### src/rtl/hazard_pkg.sv
// Shared types and helpers for the pipeline hazard/forwarding controller.
//   slot_t     : one entry of the in-flight shadow table. Register indices are
//                stored zero-extended to MAX_REG_BITS so that a single packed
//                type serves every REG_BITS setting.
//   FWD_NONE   : forwarding select meaning "use the ID/EX register value".
//   fwd_width  : width of a forwarding select for a given DEPTH.
//   cnt_width  : width of the in-flight counter for a given DEPTH.
package hazard_pkg;

  localparam int unsigned MAX_REG_BITS = 8;
  localparam int unsigned FWD_NONE     = 0;

  typedef struct packed {
    logic                    valid;
    logic [MAX_REG_BITS-1:0] rd;
    logic [MAX_REG_BITS-1:0] rs1;
    logic [MAX_REG_BITS-1:0] rs2;
    logic                    reg_write;
    logic                    mem_read;
  } slot_t;

  function automatic int unsigned fwd_width(input int unsigned depth);
    return (depth < 2) ? 1 : $clog2(depth);
  endfunction

  function automatic int unsigned cnt_width(input int unsigned depth);
    return $clog2(depth + 1);
  endfunction

endpackage

### src/rtl/pipe_hazard_unit_if.sv
// Hazard-unit interface between the pipeline control (master) and the hazard
// unit (slave).
//   id_*            : instruction currently in ID
//   ex_branch_taken : branch/jump resolved taken in EX
//   stall           : hold PC and IF/ID, bubble into EX
//   flush_ifid      : invalidate IF/ID
//   fwd_rs1/fwd_rs2 : EX operand source, 0 = ID/EX register, k = slot k+1
//   inflight        : number of valid slots
// Optional macro HAZARD_PERF_EN adds the stall_cycles and flush_count counters.
interface pipe_hazard_unit_if
  import hazard_pkg::*;
#(
  parameter int unsigned DEPTH    = 3,
  parameter int unsigned REG_BITS = 5
);
  logic                        id_valid;
  logic [REG_BITS-1:0]         id_rs1;
  logic [REG_BITS-1:0]         id_rs2;
  logic                        id_rs1_used;
  logic                        id_rs2_used;
  logic [REG_BITS-1:0]         id_rd;
  logic                        id_reg_write;
  logic                        id_mem_read;
  logic                        ex_branch_taken;
  logic                        stall;
  logic                        flush_ifid;
  logic [fwd_width(DEPTH)-1:0] fwd_rs1;
  logic [fwd_width(DEPTH)-1:0] fwd_rs2;
  logic [cnt_width(DEPTH)-1:0] inflight;
`ifdef HAZARD_PERF_EN
  logic [31:0]                 stall_cycles;
  logic [31:0]                 flush_count;
`endif

  modport master (
    output id_valid, id_rs1, id_rs2, id_rs1_used, id_rs2_used, id_rd,
           id_reg_write, id_mem_read, ex_branch_taken,
`ifdef HAZARD_PERF_EN
    input  stall_cycles, flush_count,
`endif
    input  stall, flush_ifid, fwd_rs1, fwd_rs2, inflight
  );

  modport slave (
    input  id_valid, id_rs1, id_rs2, id_rs1_used, id_rs2_used, id_rd,
           id_reg_write, id_mem_read, ex_branch_taken,
`ifdef HAZARD_PERF_EN
    output stall_cycles, flush_count,
`endif
    output stall, flush_ifid, fwd_rs1, fwd_rs2, inflight
  );

endinterface

### src/rtl/hazard_match.sv
// Combinational priority finder over a window of N slots (index 0 = youngest).
//   op      : operand register index (zero when the operand is unused)
//   slots   : window of the shadow table
//   found   : some slot writes op (x0 never matches)
//   idx     : window position of the youngest matching slot
//   is_load : that slot is a load
module hazard_match
  import hazard_pkg::*;
#(
  parameter int unsigned N     = 2,
  parameter int unsigned IDX_W = 1
) (
  input  logic [MAX_REG_BITS-1:0] op,
  input  slot_t                   slots [N],
  output logic                    found,
  output logic [IDX_W-1:0]        idx,
  output logic                    is_load
);

  always_comb begin
    found   = 1'b0;
    idx     = '0;
    is_load = 1'b0;
    // Scan oldest to youngest so the youngest match is the one left standing.
    for (int unsigned j = 0; j < N; j++) begin
      if (slots[N-1-j].valid && slots[N-1-j].reg_write &&
          slots[N-1-j].rd == op && op != '0) begin
        found   = 1'b1;
        idx     = IDX_W'(N - 1 - j);
        is_load = slots[N-1-j].mem_read;
      end
    end
  end

  // Source indices are carried in the table but never matched against here.
  logic unused_rs;
  always_comb begin
    unused_rs = 1'b0;
    for (int unsigned j = 0; j < N; j++) begin
      unused_rs = unused_rs ^ (^{slots[j].rs1, slots[j].rs2});
    end
  end

endmodule

### src/rtl/pipe_hazard_unit.sv
// Hazard/forwarding controller for the in-order pipeline. Keeps a shadow table
// of DEPTH post-ID slots (slot 1 = EX ... slot DEPTH = WB) and derives the
// load-use stall, EX forwarding selects and branch flush from it.
//   clk, reset : clock, asynchronous active-high reset
//   hz         : pipe_hazard_unit_if.slave (ID instruction, branch, outputs)
// Optional macro HAZARD_PERF_EN adds saturating stall_cycles/flush_count.
module pipe_hazard_unit
  import hazard_pkg::*;
#(
  parameter int unsigned DEPTH      = 3,
  parameter int unsigned LOAD_READY = 3,
  parameter int unsigned REG_BITS   = 5
) (
  input  logic                clk,
  input  logic                reset,
  pipe_hazard_unit_if.slave   hz
);

  localparam int unsigned FW = fwd_width(DEPTH);
  localparam int unsigned CW = cnt_width(DEPTH);

  // slots[i] holds pipeline slot k = i+1.
  slot_t               slots   [DEPTH];
  slot_t               st_win  [DEPTH-1];
  slot_t               fw_win  [DEPTH-1];
  logic [CW-1:0]       inflight_q;

  // An unused operand is recorded as x0 so it can never match a producer.
  logic [MAX_REG_BITS-1:0] id_op1, id_op2;
  assign id_op1 = hz.id_rs1_used ? MAX_REG_BITS'(hz.id_rs1) : '0;
  assign id_op2 = hz.id_rs2_used ? MAX_REG_BITS'(hz.id_rs2) : '0;

  always_comb begin
    for (int unsigned i = 0; i < DEPTH - 1; i++) begin
      st_win[i] = slots[i];
      fw_win[i] = slots[i+1];
    end
  end

  logic          s1_found, s2_found, s1_load, s2_load;
  logic          f1_found, f2_found, f1_load, f2_load;
  logic [FW-1:0] s1_idx, s2_idx, f1_idx, f2_idx;

  hazard_match #(.N(DEPTH-1), .IDX_W(FW)) u_stall_rs1 (
    .op(id_op1), .slots(st_win), .found(s1_found), .idx(s1_idx), .is_load(s1_load));
  hazard_match #(.N(DEPTH-1), .IDX_W(FW)) u_stall_rs2 (
    .op(id_op2), .slots(st_win), .found(s2_found), .idx(s2_idx), .is_load(s2_load));
  hazard_match #(.N(DEPTH-1), .IDX_W(FW)) u_fwd_rs1 (
    .op(slots[0].rs1), .slots(fw_win), .found(f1_found), .idx(f1_idx), .is_load(f1_load));
  hazard_match #(.N(DEPTH-1), .IDX_W(FW)) u_fwd_rs2 (
    .op(slots[0].rs2), .slots(fw_win), .found(f2_found), .idx(f2_idx), .is_load(f2_load));

  // Stall window position idx is slot k = idx+1; the load is late when k+1 < LOAD_READY.
  logic hit1, hit2, stall_c, flush_c, take_id;
  assign hit1    = s1_found && s1_load && (32'(s1_idx) + 32'd2 < LOAD_READY);
  assign hit2    = s2_found && s2_load && (32'(s2_idx) + 32'd2 < LOAD_READY);
  assign flush_c = hz.ex_branch_taken && !reset;
  assign stall_c = hz.id_valid && !hz.ex_branch_taken && !reset && (hit1 || hit2);
  assign take_id = hz.id_valid && !stall_c && !hz.ex_branch_taken;

  // The stall rule keeps young loads out of the window, so the load flag is moot here.
  logic unused_fwd_load;
  assign unused_fwd_load = f1_load ^ f2_load;

  // Forward window position idx is slot k = idx+2, so select = k-1 = idx+1.
  assign hz.fwd_rs1    = f1_found ? (f1_idx + FW'(1)) : FW'(FWD_NONE);
  assign hz.fwd_rs2    = f2_found ? (f2_idx + FW'(1)) : FW'(FWD_NONE);
  assign hz.stall      = stall_c;
  assign hz.flush_ifid = flush_c;
  assign hz.inflight   = inflight_q;

  slot_t         id_slot;
  logic [CW-1:0] next_cnt;
  always_comb begin
    id_slot           = '0;
    id_slot.valid     = 1'b1;
    id_slot.rd        = MAX_REG_BITS'(hz.id_rd);
    id_slot.rs1       = id_op1;
    id_slot.rs2       = id_op2;
    id_slot.reg_write = hz.id_reg_write;
    id_slot.mem_read  = hz.id_mem_read;
    next_cnt          = CW'(take_id);
    for (int unsigned i = 0; i < DEPTH - 1; i++) begin
      next_cnt = next_cnt + CW'(slots[i].valid);
    end
  end

  always_ff @(posedge clk or posedge reset) begin
    if (reset) begin
      for (int unsigned i = 0; i < DEPTH; i++) begin
        slots[i] <= '0;
      end
      inflight_q <= '0;
    end else begin
      slots[0] <= take_id ? id_slot : '0;
      for (int unsigned i = 1; i < DEPTH; i++) begin
        slots[i] <= slots[i-1];
      end
      inflight_q <= next_cnt;
    end
  end

`ifdef HAZARD_PERF_EN
  always_ff @(posedge clk or posedge reset) begin
    if (reset) begin
      hz.stall_cycles <= '0;
      hz.flush_count  <= '0;
    end else begin
      if (stall_c && hz.stall_cycles != '1) hz.stall_cycles <= hz.stall_cycles + 32'd1;
      if (flush_c && hz.flush_count != '1)  hz.flush_count  <= hz.flush_count + 32'd1;
    end
  end
`endif

endmodule

### src/flat_wrapper.sv
// flat-port wrapper written by rule: the top's interface ports become plain ports
module pipe_hazard_unit_flat import hazard_pkg::*;
#(
  parameter int unsigned DEPTH      = 3,
  parameter int unsigned LOAD_READY = 3,
  parameter int unsigned REG_BITS   = 5
)
  (clk, reset, hz_id_valid, hz_id_rs1, hz_id_rs2, hz_id_rs1_used, hz_id_rs2_used, hz_id_rd, hz_id_reg_write, hz_id_mem_read, hz_ex_branch_taken, hz_stall, hz_flush_ifid, hz_fwd_rs1, hz_fwd_rs2, hz_inflight);
  pipe_hazard_unit_if #(.DEPTH(DEPTH), .REG_BITS(REG_BITS)) hz_i ();
  input  logic clk;
  input  logic reset;
  input wire logic [$bits(hz_i.id_valid)-1:0] hz_id_valid;
  input wire logic [$bits(hz_i.id_rs1)-1:0] hz_id_rs1;
  input wire logic [$bits(hz_i.id_rs2)-1:0] hz_id_rs2;
  input wire logic [$bits(hz_i.id_rs1_used)-1:0] hz_id_rs1_used;
  input wire logic [$bits(hz_i.id_rs2_used)-1:0] hz_id_rs2_used;
  input wire logic [$bits(hz_i.id_rd)-1:0] hz_id_rd;
  input wire logic [$bits(hz_i.id_reg_write)-1:0] hz_id_reg_write;
  input wire logic [$bits(hz_i.id_mem_read)-1:0] hz_id_mem_read;
  input wire logic [$bits(hz_i.ex_branch_taken)-1:0] hz_ex_branch_taken;
  output wire logic [$bits(hz_i.stall)-1:0] hz_stall;
  output wire logic [$bits(hz_i.flush_ifid)-1:0] hz_flush_ifid;
  output wire logic [$bits(hz_i.fwd_rs1)-1:0] hz_fwd_rs1;
  output wire logic [$bits(hz_i.fwd_rs2)-1:0] hz_fwd_rs2;
  output wire logic [$bits(hz_i.inflight)-1:0] hz_inflight;
  assign hz_i.id_valid = hz_id_valid;
  assign hz_i.id_rs1 = hz_id_rs1;
  assign hz_i.id_rs2 = hz_id_rs2;
  assign hz_i.id_rs1_used = hz_id_rs1_used;
  assign hz_i.id_rs2_used = hz_id_rs2_used;
  assign hz_i.id_rd = hz_id_rd;
  assign hz_i.id_reg_write = hz_id_reg_write;
  assign hz_i.id_mem_read = hz_id_mem_read;
  assign hz_i.ex_branch_taken = hz_ex_branch_taken;
  assign hz_stall = hz_i.stall;
  assign hz_flush_ifid = hz_i.flush_ifid;
  assign hz_fwd_rs1 = hz_i.fwd_rs1;
  assign hz_fwd_rs2 = hz_i.fwd_rs2;
  assign hz_inflight = hz_i.inflight;
  pipe_hazard_unit #(.DEPTH(DEPTH), .LOAD_READY(LOAD_READY), .REG_BITS(REG_BITS)) u_core (.clk(clk), .reset(reset), .hz(hz_i));
endmodule
### config.mk
export PLATFORM = sky130hd
export DESIGN_NAME = pipe_hazard_unit_flat
export DESIGN_NICKNAME = d
export VERILOG_FILES = /design/src/rtl/hazard_pkg.sv /design/src/rtl/pipe_hazard_unit_if.sv /design/src/rtl/hazard_match.sv /design/src/rtl/pipe_hazard_unit.sv /design/src/flat_wrapper.sv
export SDC_FILE = /design/constraint.sdc
export NUM_CORES = 1
export LEC_CHECK = 0
export BUFFER_PORTS_ARGS = -buffer_cell sky130_fd_sc_hd__buf_2
export CAP_MARGIN = 20
export CELL_PAD_IN_SITES_DETAIL_PLACEMENT = 1
export CELL_PAD_IN_SITES_GLOBAL_PLACEMENT = 2
export CORE_ASPECT_RATIO = 0.9
export CORE_MARGIN = 5
export CORE_UTILIZATION = 39
export DETAILED_ROUTE_END_ITERATION = 8
export MAX_ROUTING_LAYER = met4
export PLACE_DENSITY = 0.77
export SYNTH_ARGS = -nofsm -noshare
export SYNTH_HDL_FRONTEND = slang
export SYNTH_HIERARCHICAL = 1
export SYNTH_SLANG_ARGS = --single-unit
### constraint.sdc
create_clock -name clk -period 3.01 [get_ports clk]
set_clock_uncertainty 0.15 [all_clocks]
set_input_delay 0.301 -clock clk [delete_from_list [all_inputs] [get_ports clk]]
set_output_delay 0.301 -clock clk [all_outputs]
set_load 0.02 [all_outputs]
[After elaboration in Yosys (flattened, before gate mapping)]
Cells that the tools add are included.
Storage, ports and cells
  output and inout bits: 8
  memories: 0
  logic and storage cells: 92
  register bits after elaboration: 50
  bits in latches: 0
  input port bits: 23
  RAM bits: 0
  ROM bits: 0
Operators by class
  multiply operators: 0
  div/mod/pow operators: 0
  muxes and demuxes: 25
  eq/ne operators: 8
  bitwise operators: 0
  $lt $le $gt $ge: 2
  add/sub/neg operators: 6
  shift-type cells: 0
  reduce and logical (&&, ||, !) cells: 37
Operators with widths (count)
  $eq 8x8->1: 8
  $lt 32x2->1 const B: 2
  $reduce_bool 8->1: 4
  $logic_and 1x1->1: 29
  $mux 27: 1
  $mux 1: 16
  $mux 2: 6
  $mux 5: 2
  $add 2x2->3 const B: 2
  $add 2x1->2 const B: 2
  $logic_not 1->1: 3
  $add 1x1->2: 1
  $add 2x1->2: 1
  $logic_or 1x1->1: 1

[Depth between registers and ports, before layout]
Gate-level depths: netlist of the first run.
  depth in word-level cells: 16
  mapped depth: 9

[Cells and area by module]
Netlist of the first run, hierarchy kept.
By module, submodules not included
  pipe_hazard_unit: cells each 119, seq. area each 1401.3 um2, area each 1762.9 um2, times used 1
  hazard_match: cells each 35, seq. area each 0.0 um2, area each 270.3 um2, times used 4

[Least setup slack after synthesis of the first run]
No wires, ideal clock.
  path type: input -> register
  from: in hz_id_rs2_used
  to: reg u_core.inflight_q[0] (netlist: u_core/hz.inflight[0])
  path buffers: 0
  required time: 2724 ps
  arrival time: 2294 ps
  setup slack: 430 ps
  stages on the path: 9
  cell sequence: and2_1 -> xnor2_1 -> nand3_1 -> nor4b_4 -> mux2i_1 -> nand4bb_4 -> a21oi_4 -> nor2b_1 -> fa_1
Between the ends
  elaborated cells between the ends (all ways): 25
RTL lines
  from (decl): RTL line flat_wrapper.sv:16  | input wire logic [$bits(hz_i.id_rs2_used)-1:0] hz_id_rs2_used;
  $mux 5 (*): RTL line pipe_hazard_unit.sv:31  | assign id_op2 = hz.id_rs2_used ? MAX_REG_BITS'(hz.id_rs2) : '0;
  $eq 8x8->1: RTL line hazard_match.sv:27  | slots[N-1-j].rd == op && op != '0) begin
  $logic_and 1x1->1: RTL line hazard_match.sv:26  | if (slots[N-1-j].valid && slots[N-1-j].reg_write &&
  $logic_and 1x1->1: RTL line hazard_match.sv:27
  $mux 1: RTL line hazard_match.sv:26
  $mux 1 (*): RTL line hazard_match.sv:26
  net u_core.s2_load: RTL line pipe_hazard_unit.sv:40  | logic s1_found, s2_found, s1_load, s2_load;
  $logic_and 1x1->1 (*) (2 in a row): RTL line pipe_hazard_unit.sv:56  | assign hit2 = s2_found && s2_load && (32'(s2_idx) + 32'd2 < LOAD_READY);
  $logic_or 1x1->1 (*): RTL line pipe_hazard_unit.sv:58  | assign stall_c = hz.id_valid && !hz.ex_branch_taken && !reset && (hit1 || hit2);
  $logic_and 1x1->1 (*): RTL line pipe_hazard_unit.sv:58
  $logic_not 1->1 (*): RTL line pipe_hazard_unit.sv:59  | assign take_id = hz.id_valid && !stall_c && !hz.ex_branch_taken;
  $logic_and 1x1->1 (*) (2 in a row): RTL line pipe_hazard_unit.sv:59
  net u_core.take_id: RTL line pipe_hazard_unit.sv:54  | logic hit1, hit2, stall_c, flush_c, take_id;
  $add 1x1->2 (*): RTL line pipe_hazard_unit.sv:84  | next_cnt = next_cnt + CW'(slots[i].valid);
  $add 2x1->2 (*): RTL line pipe_hazard_unit.sv:84
  net u_core.next_cnt[0]: RTL line pipe_hazard_unit.sv:73  | logic [CW-1:0] next_cnt;
  to (signal assigned): RTL line pipe_hazard_unit.sv:99  | inflight_q <= next_cnt;
  to (decl): RTL line pipe_hazard_unit.sv:26  | logic [CW-1:0] inflight_q;
The timed path passes the listed nets; every way through them passes the cells marked *.

[Worst setup path after layout of the first run]
  from: reg u_core/fw_win[46] (netlist name)
  to: out hz_stall
Between the ends
  elaborated cells between the ends (all ways): 28
RTL lines
  $eq 8x8->1: RTL line hazard_match.sv:27
  $logic_and 1x1->1: RTL line hazard_match.sv:26
  $logic_and 1x1->1: RTL line hazard_match.sv:27
  $mux 1 (2 in a row): RTL line hazard_match.sv:26
  net u_core.s2_load: RTL line pipe_hazard_unit.sv:40
  $logic_and 1x1->1 (2 in a row): RTL line pipe_hazard_unit.sv:56
  $logic_or 1x1->1: RTL line pipe_hazard_unit.sv:58
  $logic_and 1x1->1: RTL line pipe_hazard_unit.sv:58
  to (decl): RTL line flat_wrapper.sv:21  | output wire logic [$bits(hz_i.stall)-1:0] hz_stall;
The timed path passes the listed nets, and every way through them passes these cells.

==> results.cfg, run 1 <==
[outcome]
status = finished clean

[clock_tree]
cts_max_level = 2
cts_buffers = 5
cts_setup_buffers = 0
clock_path_buffers = 2
root_buffer = clkbuf_8
path_clk_slew_ps = 70
clock_latency_ps = 280
cts_sinks = 35
cts_tree = done
ctsHoldBuffers = 0

[drt]
wl_per_cell_microns = 13.03
drc = 0
wl_mm = 5.132
viasPerCell = 4.398
ant_nets = 0
wl_met1_mm = 2.289
dr.pass1.iters = 4
wl_met2_mm = 2.671
routed-wl-met3_microns = 154
top_layer_used = met4
vias = 1733
first_iter_violations = 49

[critical_path]
critPathLaunch = u_core/fw_win[46]
start_kind = flop
cp.required_ps = 2560
crit_fanout = 5
r2r-start = u_core/fw_win[46]
worstSetupPathDepth = 8
critPathSlowestCell = dfrtp_2
crit_buf_inv = 1
worst_setup_path_end_kind = output port
path_cells = xor2_1 -> nor4_2 -> nand4_1 -> mux2i_2 -> nand4bb_4 -> a21oi_4 -> and2_1 -> buf_2
rr_endpoint = u_core/hz.inflight[0]
r2r_cells = 8
slowest_delay_ps = 480
crit_family = simple AND/OR/NAND/NOR gates
critPathKind = reg2out
regToRegSetupSlack_ps = 360
cp.arrival_ps = 2420
critPathCapture = hz_stall

[cells_and_area]
finalNonFillerCells = 394
utilization_pct = 49.78
fillCellCount = 723
layout-drive-gt1-share_pct = 16.05
finalNetCount = 347
diodes = 0
syn2layout_area_growth_pct = 24.63

[synthesis]
synth_cells = 230
syn_area_sq_um = 2261
syn_area_per_cell_sq_um = 9.830
synth_warnings = 6

[pwr]
power_density_nw_per_um2 = 374.6
p_sw_share_pct = 26.45
p_int_uw = 776.3
total_power_uw = 1056
leakagePower_uw = 0.001464
seqPwrFrac_pct = 48.7
comb_power_share_pct = 16.7
max-vdd-ir-drop_mv = 0.1732
power.net_switching_uw = 279.2
clkPwrFrac_pct = 34.6

[placed_design]
io_buffers = 30
dpl.cell_count = 386
place_hpwl_mm = 4.114
routabilityCongestion = 0.7770

[grt]
track_usage_pct = 15.49
gr-total-overflow = 0
grt_pass1_wl_mm = 8.756
antenna_found_initial = 0
grt_max_degree = 36
first_global_vias = 1827

[die]
ios = 31
fp.coreArea_sq_um = 5660
die_area_sq_um = 7422
die_y_microns = 82.23
initial_core_util_pct = 39.94
rows = 26
die-width_microns = 90.26

[sta]
finalMaxSlewViolations = 0
timing.fmax_ghz = 0.3486
setup_viol = 0
rsz0062_at_grt = false
period_share_pct = 95.30
worst_pin_slew_ps = 606.2
hold_violations = 0
setup_tns_ps = 0
fin_crit_ps = 2869
slew_headroom_pct = 59.50

[run]
max-cap-violations = 0

[worst_hold_path]
hold_path.class = in2async
worst min path at each step:
| stage | cells past startpoint | slack, ps | end | from |
|---|---|---|---|---|
| 6_report | 3 | 6 | u_core/fw_win[45] | reset |
| 2_1_floorplan | 0 | 220 | u_core/fw_win[28] | u_core/slots[55] |
| 5_1_grt | 3 | 70 | u_core/fw_win[45] | reset |
| 3_3_place_gp | 0 | 270 | u_core/fw_win[28] | u_core/slots[55] |
| 4_1_cts | 3 | 10 | u_core/hz.inflight[0] | reset |
| 3_5_place_dp | 0 | 270 | u_core/fw_win[28] | u_core/slots[55] |
area by class of cell:
cell class                      count  area [sq um]  share of cell area [%]
Sequential cell                    35         878.3                   31.17
Timing Repair Buffer               34         180.2                   6.394
Tap cell                           70         87.58                   3.108
Clock buffer                        8         100.1                   3.552
Inverter                            3         11.26                  0.3996
Multi-Input combinational cell    244          1560                   55.37
worst register-to-register path, cell delays in order (launching register included):
cell and delay, ps:
dfrtp_2 480, xor2_1 170, nor4_2 380, nand4_1 180, mux2i_2 240, nand4bb_4 160
a21oi_4 220, nor2b_1 90, fa_1 450
state kept, by name, summed over array words and instances, names as in the netlist:
| register | flops |
|---|---|
| u_core/hz.inflight | 2 |
| u_core/slots | 18 |
| u_core/fw_win | 15 |
metrics by stage:
step	hold slack [ps]	cell area, sq um	setup slack [ps]
finish	5.967	2818	141.5
global route	66.54	2818	6.564
CTS	14.10	2799	3.700
detailed placement	270.6	2699	136.4
global placement	266.6	2699	239.3
floorplan	223.1	2482	430.3
placed cells by master, fill, tap and decap left out, drive strengths merged:
cell type,count
conb,64
xnor2,36
dfrtp,35
buf,34
xor2,30
nand2,21
nor2,21
and2,13
nor4,12
nand4,10
nand3,8
clkbuf,8
nor2b,5
nor3,4
nor4b,4
and3,4
nand2b,4
inv,3
and4,2
nand4bb,2
mux2i,2
a21oi,1
fa,1
power groups by stage:
stage / combinational [uW] / sequential, uW / clock [uW]
2_1_floorplan: 132 / 517 / 0
3_3_place_gp: 166 / 524 / 0
3_5_place_dp: 170 / 524 / 0
4_1_cts: 171 / 515 / 376
5_1_grt: 200 / 517 / 397
6_report: 177 / 514 / 365
what timing repair did:
item / CTS / global route
endpoints found under the hold margin: 0 / 0
setup endpoints to repair: 0 / 1
resized for setup: 0 / 5
per-layer routing:
layer / vias up / GRT usage [%]
met5: - / -
met3: 2 / 2.627
met1: 820 / 17.62
li1: 883 / -
met2: 28 / 28.29
met4: 0 / 4.911
Power figures use the tool's default switching activity.
==> run 2: changes to the inputs <==
==> constraint.sdc (replaced) <==
create_clock -name clk -period 3.1 [get_ports clk]
set_clock_uncertainty 0.15 [all_clocks]
set_input_delay 0.31 -clock clk [delete_from_list [all_inputs] [get_ports clk]]
set_output_delay 0.31 -clock clk [all_outputs]
set_load 0.02 [all_outputs]
==> run 2 against run 1 <==
The flow now finishes with violations (hold timing). Clock-buffer cell count down 1. Routed wire length down 4.0%. Largest cell class unchanged. Critical path depth unchanged. Hold slack worse by 9.2 ps. Sequential share of layout area up 0.27 points. Power down 7.9%. Critical endpoint unchanged.
==> results.cfg, run 2 (synthesized netlist as in run 1, its figures left out) <==
[placed_design]
place_hpwl_mm = 3.981
dp_slack_ps = 162.8
post_dp_cell_area_sq_um = 2691
io_buffers = 30
routabilityCongestion = 0.7443

[critical_path]
worst_setup_path_end_kind = output port
slowest_delay_ps = 420
crit_buf_inv = 1
crit_fanout = 8
cp.required_ps = 2640
crit_family = simple AND/OR/NAND/NOR gates
critPathKind = reg2out
start_kind = flop
cp.arrival_ps = 2410
critPathSlowestCell = dfrtp_1
path_cells = xnor2_1 -> nand3_1 -> nor4b_4 -> mux2i_1 -> nand4bb_4 -> a21oi_4 -> and2_1 -> buf_2

[cells_and_area]
layout_commonest_cell = conb_1
finalNetCount = 346
largest_register = u_core/slots
final_cell_mix = conb_1, xnor2_1, dfrtp_1
diodes = 0
syn2layout_area_growth_pct = 23.19
utilization_pct = 49.20
final_cell_area_sq_um = 2785
layout-drive-gt1-share_pct = 14.55
largest_reg_flops = 18

[worst_hold_path]
hold_path.class = in2async

[grt]
track_usage_pct = 15.04
first_global_vias = 1875
grt_max_degree = 36
gr-total-overflow = 0
antenna_found_initial = 0
grt_pass1_wl_mm = 8.562

[sta]
setup_tns_ps = 0
whs_ps = -3.260
hold_violations = 3
setup_viol = 0
fin_ws_ps = 230.6
period_share_pct = 92.56
fin_crit_ps = 2869
timing.fmax_ghz = 0.3485
rsz0062_at_grt = false
finalMaxSlewViolations = 0

[pwr]
power_density_nw_per_um2 = 349.1
leakagePower_uw = 0.001450
max-vdd-ir-drop_mv = 0.1566

[clock_tree]
root_buffer = clkbuf_8
cts_resized = 0
ctsHoldBuffers = 0
clock_path_buffers = 2
cts_setup_buffers = 0
cts_tree = done
cts_buffers = 5
clock_latency_ps = 280
path_clk_slew_ps = 70
cts_max_level = 2
cts_sinks = 35

[drt]
wl_mm = 4.929
first_iter_violations = 46
vias = 1710
ant_nets = 0
dr.pass1.iters = 4
wl_per_cell_microns = 12.54
drc = 0
viasPerCell = 4.351

[die]
fp.coreArea_sq_um = 5660
ios = 31
rows = 26
initial_core_util_pct = 39.94
die_y_microns = 82.23
die-width_microns = 90.26
die_area_sq_um = 7422

[outcome]
violations = hold timing
status = finished, violations left

[run]
max-cap-violations = 0
## run 2: cell types whose count changed in the layout (fill, tap and decap cells not counted), sizes merged
cell    previous run  this run
buf               34        33
clkbuf             8         7
clkinv             0         1
## run 2: layout make-up
type | count | area (sq um)
clock inverter | 1 | 5.005
inverter | 3 | 11.26
timing repair buffer | 33 | 172.7
multi-input combinational | 244 | 1556
clock buffer | 7 | 76.32
fill | 721 | 2875
tap | 70 | 87.58
sequential | 35 | 875.8
## run 2: path summary, 6_finish.rpt
| kind | slack (ps) | depth (start not counted) | from | to |
|---|---|---|---|---|
| setup / recovery | 230 | 8 | u_core/slots[72] | hz_stall |
| hold / removal | -3 | 3 | reset | u_core/hz.inflight[1] |
| setup reg to reg | 460 | 8 | u_core/slots[72] | u_core/hz.inflight[0] |
| hold reg to reg | 260 | 0 | u_core/slots[54] | u_core/fw_win[27] |
| max in group asynchronous | 2500 | 3 | reset | u_core/fw_win[1] |
| min in group clk | 90 | 3 | hz_id_rd[2] | u_core/slots[74] |
## run 2: through the flow
stage	std cells	power, uW
after floorplan	289	630.2
after global placement	385	669.5
after detailed placement	385	671.7
after CTS	393	979.4
after global routing	393	1034
final	393	972.2
## run 2: worst min-delay path, stage by stage
cell and delay (ps):
buf_2 130, inv_1 50, buf_4 360
## run 2: per-layer routing
metal | global-route usage [%] | wire length [microns] | vias up
met2 | 27.49 | 2523 | 25
met1 | 17.22 | 2213 | 800
met4 | 4.315 | 57 | 0
met3 | 2.627 | 136 | 6
li1 | - | - | 879
met5 | - | 0 | -
## run 2: where the power goes
group          switching, uW  internal [uW]
registers               24.0            475
clock network            146            157
logic                   93.8           76.2
==> run 3: changes to the inputs <==
--- a/config.mk
+++ b/config.mk
@@ -11,11 +11,10 @@
 export CELL_PAD_IN_SITES_GLOBAL_PLACEMENT = 2
 export CORE_ASPECT_RATIO = 0.9
 export CORE_MARGIN = 5
-export CORE_UTILIZATION = 39
+export CORE_UTILIZATION = 35
 export DETAILED_ROUTE_END_ITERATION = 8
 export MAX_ROUTING_LAYER = met4
-export PLACE_DENSITY = 0.77
+export PLACE_DENSITY = 0.75
 export SYNTH_ARGS = -nofsm -noshare
 export SYNTH_HDL_FRONTEND = slang
-export SYNTH_HIERARCHICAL = 1
 export SYNTH_SLANG_ARGS = --single-unit
==> run 3 against run 2 <==
The flow now finishes without violations. Synthesized cell count down 39%. Synthesized area down 28%. Register-to-register slack improved by 260 ps. Sequential share of layout area is 12 points higher. Clock-buffer cell count unchanged. Combinational power shrank 38%. Clock power is 10% higher. Die area shrank 18%. Non-clock buffer count unchanged. Via count shrank 32%. Sequential power down 4.2%. Critical endpoint unchanged. Largest power group unchanged.
==> results.cfg, run 3 <==
[clock_tree]
clock_path_buffers = 2
root_buffer = clkbuf_8
cts_max_level = 2
clock_latency_ps = 280
path_clk_slew_ps = 70
cts_sinks = 34
cts_buffers = 5
cts_tree = done

[cells_and_area]
largest_reg_flops = 18
largest_register = u_core.slots
diodes = 0
layout-drive-gt1-share_pct = 27.53
layout_commonest_cell = dfrtp_1
register_area_sq_um = 850.8
multi_input_area_sq_um = 709.4
finalNonFillerCells = 240
final_cell_mix = dfrtp_1, buf_2, xnor2_1
fillCellCount = 503
finalNetCount = 201
utilization_pct = 43.53
syn2layout_area_growth_pct = 20.03

[pwr]
comb_power_share_pct = 11.6
power_density_nw_per_um2 = 473.1
clkPwrFrac_pct = 36.3
p_sw_share_pct = 25.01
p_int_uw = 688.9
max-vdd-ir-drop_mv = 0.2330
seqPwrFrac_pct = 52.1
power.net_switching_uw = 229.8
leakagePower_uw = 0.0009451
total_power_uw = 918.7

[grt]
track_usage_pct = 14.03
grt_max_degree = 19
grt_pass1_wl_mm = 6.161
first_global_vias = 1241
antenna_found_initial = 0
gr-total-overflow = 0

[critical_path]
critPathKind = in2out
cp_common_cell = buf_2
critPathLaunch = reset
r2r_cells = 7
critPathCapture = hz_stall
cp.arrival_ps = 2290
critPathSlowestCell = or4b_4
path_cells = dlygate4sd3_1 -> buf_2 -> or4b_4 -> a2111oi_2 -> a31o_2 -> buf_2
regToRegSetupSlack_ps = 720
crit_family = buffers and inverters
crit_fanout = 3
worstSetupPathDepth = 6
r2r-start = u_core.slots[72]
slowest_delay_ps = 570
crit_buf_inv = 3
rr_endpoint = u_core.hz.inflight[0]
worst_setup_path_end_kind = output port
cp.required_ps = 2640
start_kind = primary input

[synthesis]
syn_area_per_cell_sq_um = 11.56
syn-num-nets = 164
synth_async_sr_flop_share_pct = 100.0
yosysUniqueCellTypes = 36
synth_top_area_cell = dfrtp_1
yosys_most_used_dff = dfrtp_1
synth_warnings = 0
synth_edf_count = 0
synth_cells = 140
ys_top_cells_by_count = dfrtp_1, xnor2_1, and3_1, inv_1, and2_1
synth_seq_cells = 34
yosysSeqAreaShare_pct = 52.59
synth_area_leaders = dfrtp_1, xnor2_1, and3_1, and2_1, inv_1
synth_top_area_share_pct = 52.59
yosysMostFrequentCell = dfrtp_1
syn_area_sq_um = 1618

[sta]
finalMaxSlewViolations = 0
rsz0062_at_grt = false
fin_ws_ps = 350.3
timing.fmax_ghz = 0.3637
hold_violations = 0
fin_crit_ps = 2750
setup_viol = 0
setup_tns_ps = 0
period_share_pct = 88.70
slew_headroom_pct = 58.93
worst_pin_slew_ps = 615.4

[placed_design]
place_hpwl_mm = 2.873
routabilityCongestion = 0.7660
dp_slack_ps = 726.6
io_buffers = 30
dpl.cell_count = 231

[die]
initial_core_util_pct = 36.27
die_y_microns = 74.50
fp.coreArea_sq_um = 4461
die_area_sq_um = 6084
die-width_microns = 81.67
ios = 31
rows = 23

[drt]
first_iter_violations = 31
dr.pass1.iters = 4
wl_per_cell_microns = 14.98
vias = 1162
wl_mm = 3.594
drc = 0
viasPerCell = 4.842
ant_nets = 0

[worst_hold_path]
hold_path.class = in2reg

[outcome]
status = finished clean

[run]
max-cap-violations = 0
==> run 3: area by class of cell <==
cell class,count,share of cell area [%]
inverters,10,1.933
repair buffers,33,9.021
multi-input cells,93,36.53
well taps,62,3.995
clock inverters,1,0.2577
clock buffers,7,4.446
flip-flops and latches,34,43.81
==> run 3: through the flow <==
stage	area (sq um)	hold WS (ps)
after global placement	1841	210.7
final	1942	75.36
after detailed placement	1841	211.0
after CTS	1942	69.47
after floorplan	1618	196.7
after global routing	1942	68.72
==> run 3: how the worst min path moves through the flow <==
| stage | from | end | cells past startpoint |
|---|---|---|---|
| after global routing | hz_id_rd[4] | u_core.slots[76] | 2 |
| after CTS | hz_id_mem_read | u_core.slots[54] | 2 |
| after global placement | u_core.fw_win[28] | u_core.fw_win[1] | 0 |
| final | hz_id_mem_read | u_core.slots[54] | 2 |
| after floorplan | u_core.fw_win[28] | u_core.fw_win[1] | 0 |
| after detailed placement | u_core.fw_win[28] | u_core.fw_win[1] | 0 |
==> run 3: power by group through the flow <==
stage	Clock, uW	Sequential [uW]	Combinational [uW]
after floorplan	0	486	68.6
after global placement	0	486	105
after detailed placement	0	487	107
after CTS	348	479	109
after global routing	369	481	120
final	334	478	106
==> run 3: what timing repair did <==
action	CTS	global route
buffers inserted	0	0
resized for setup	0	0
hold buffers	1	0
endpoints found under the setup margin	0	0
hold endpoints to repair	16	0
==> run 3: layer usage <==
metal | GRT usage [%] | part of all wire (%) | vias up
li1 | - | - | 563
met1 | 17.01 | 47 | 565
met2 | 22.51 | 47 | 26
met3 | 3.995 | 3.8 | 8
met4 | 4.797 | 2.0 | 0
met5 | - | 0 | -
==> run 3: logic make-up after synthesis <==
family	after synthesis	share of synthesized area, %
AND/OR/NAND/NOR	53	20.50
buffers and inverters	13	3.557
flip-flops	34	52.59
adder cells (fa/ha/maj)	1	1.237
AO/OA/AOI/OAI	19	11.29
XOR/XNOR	20	10.83
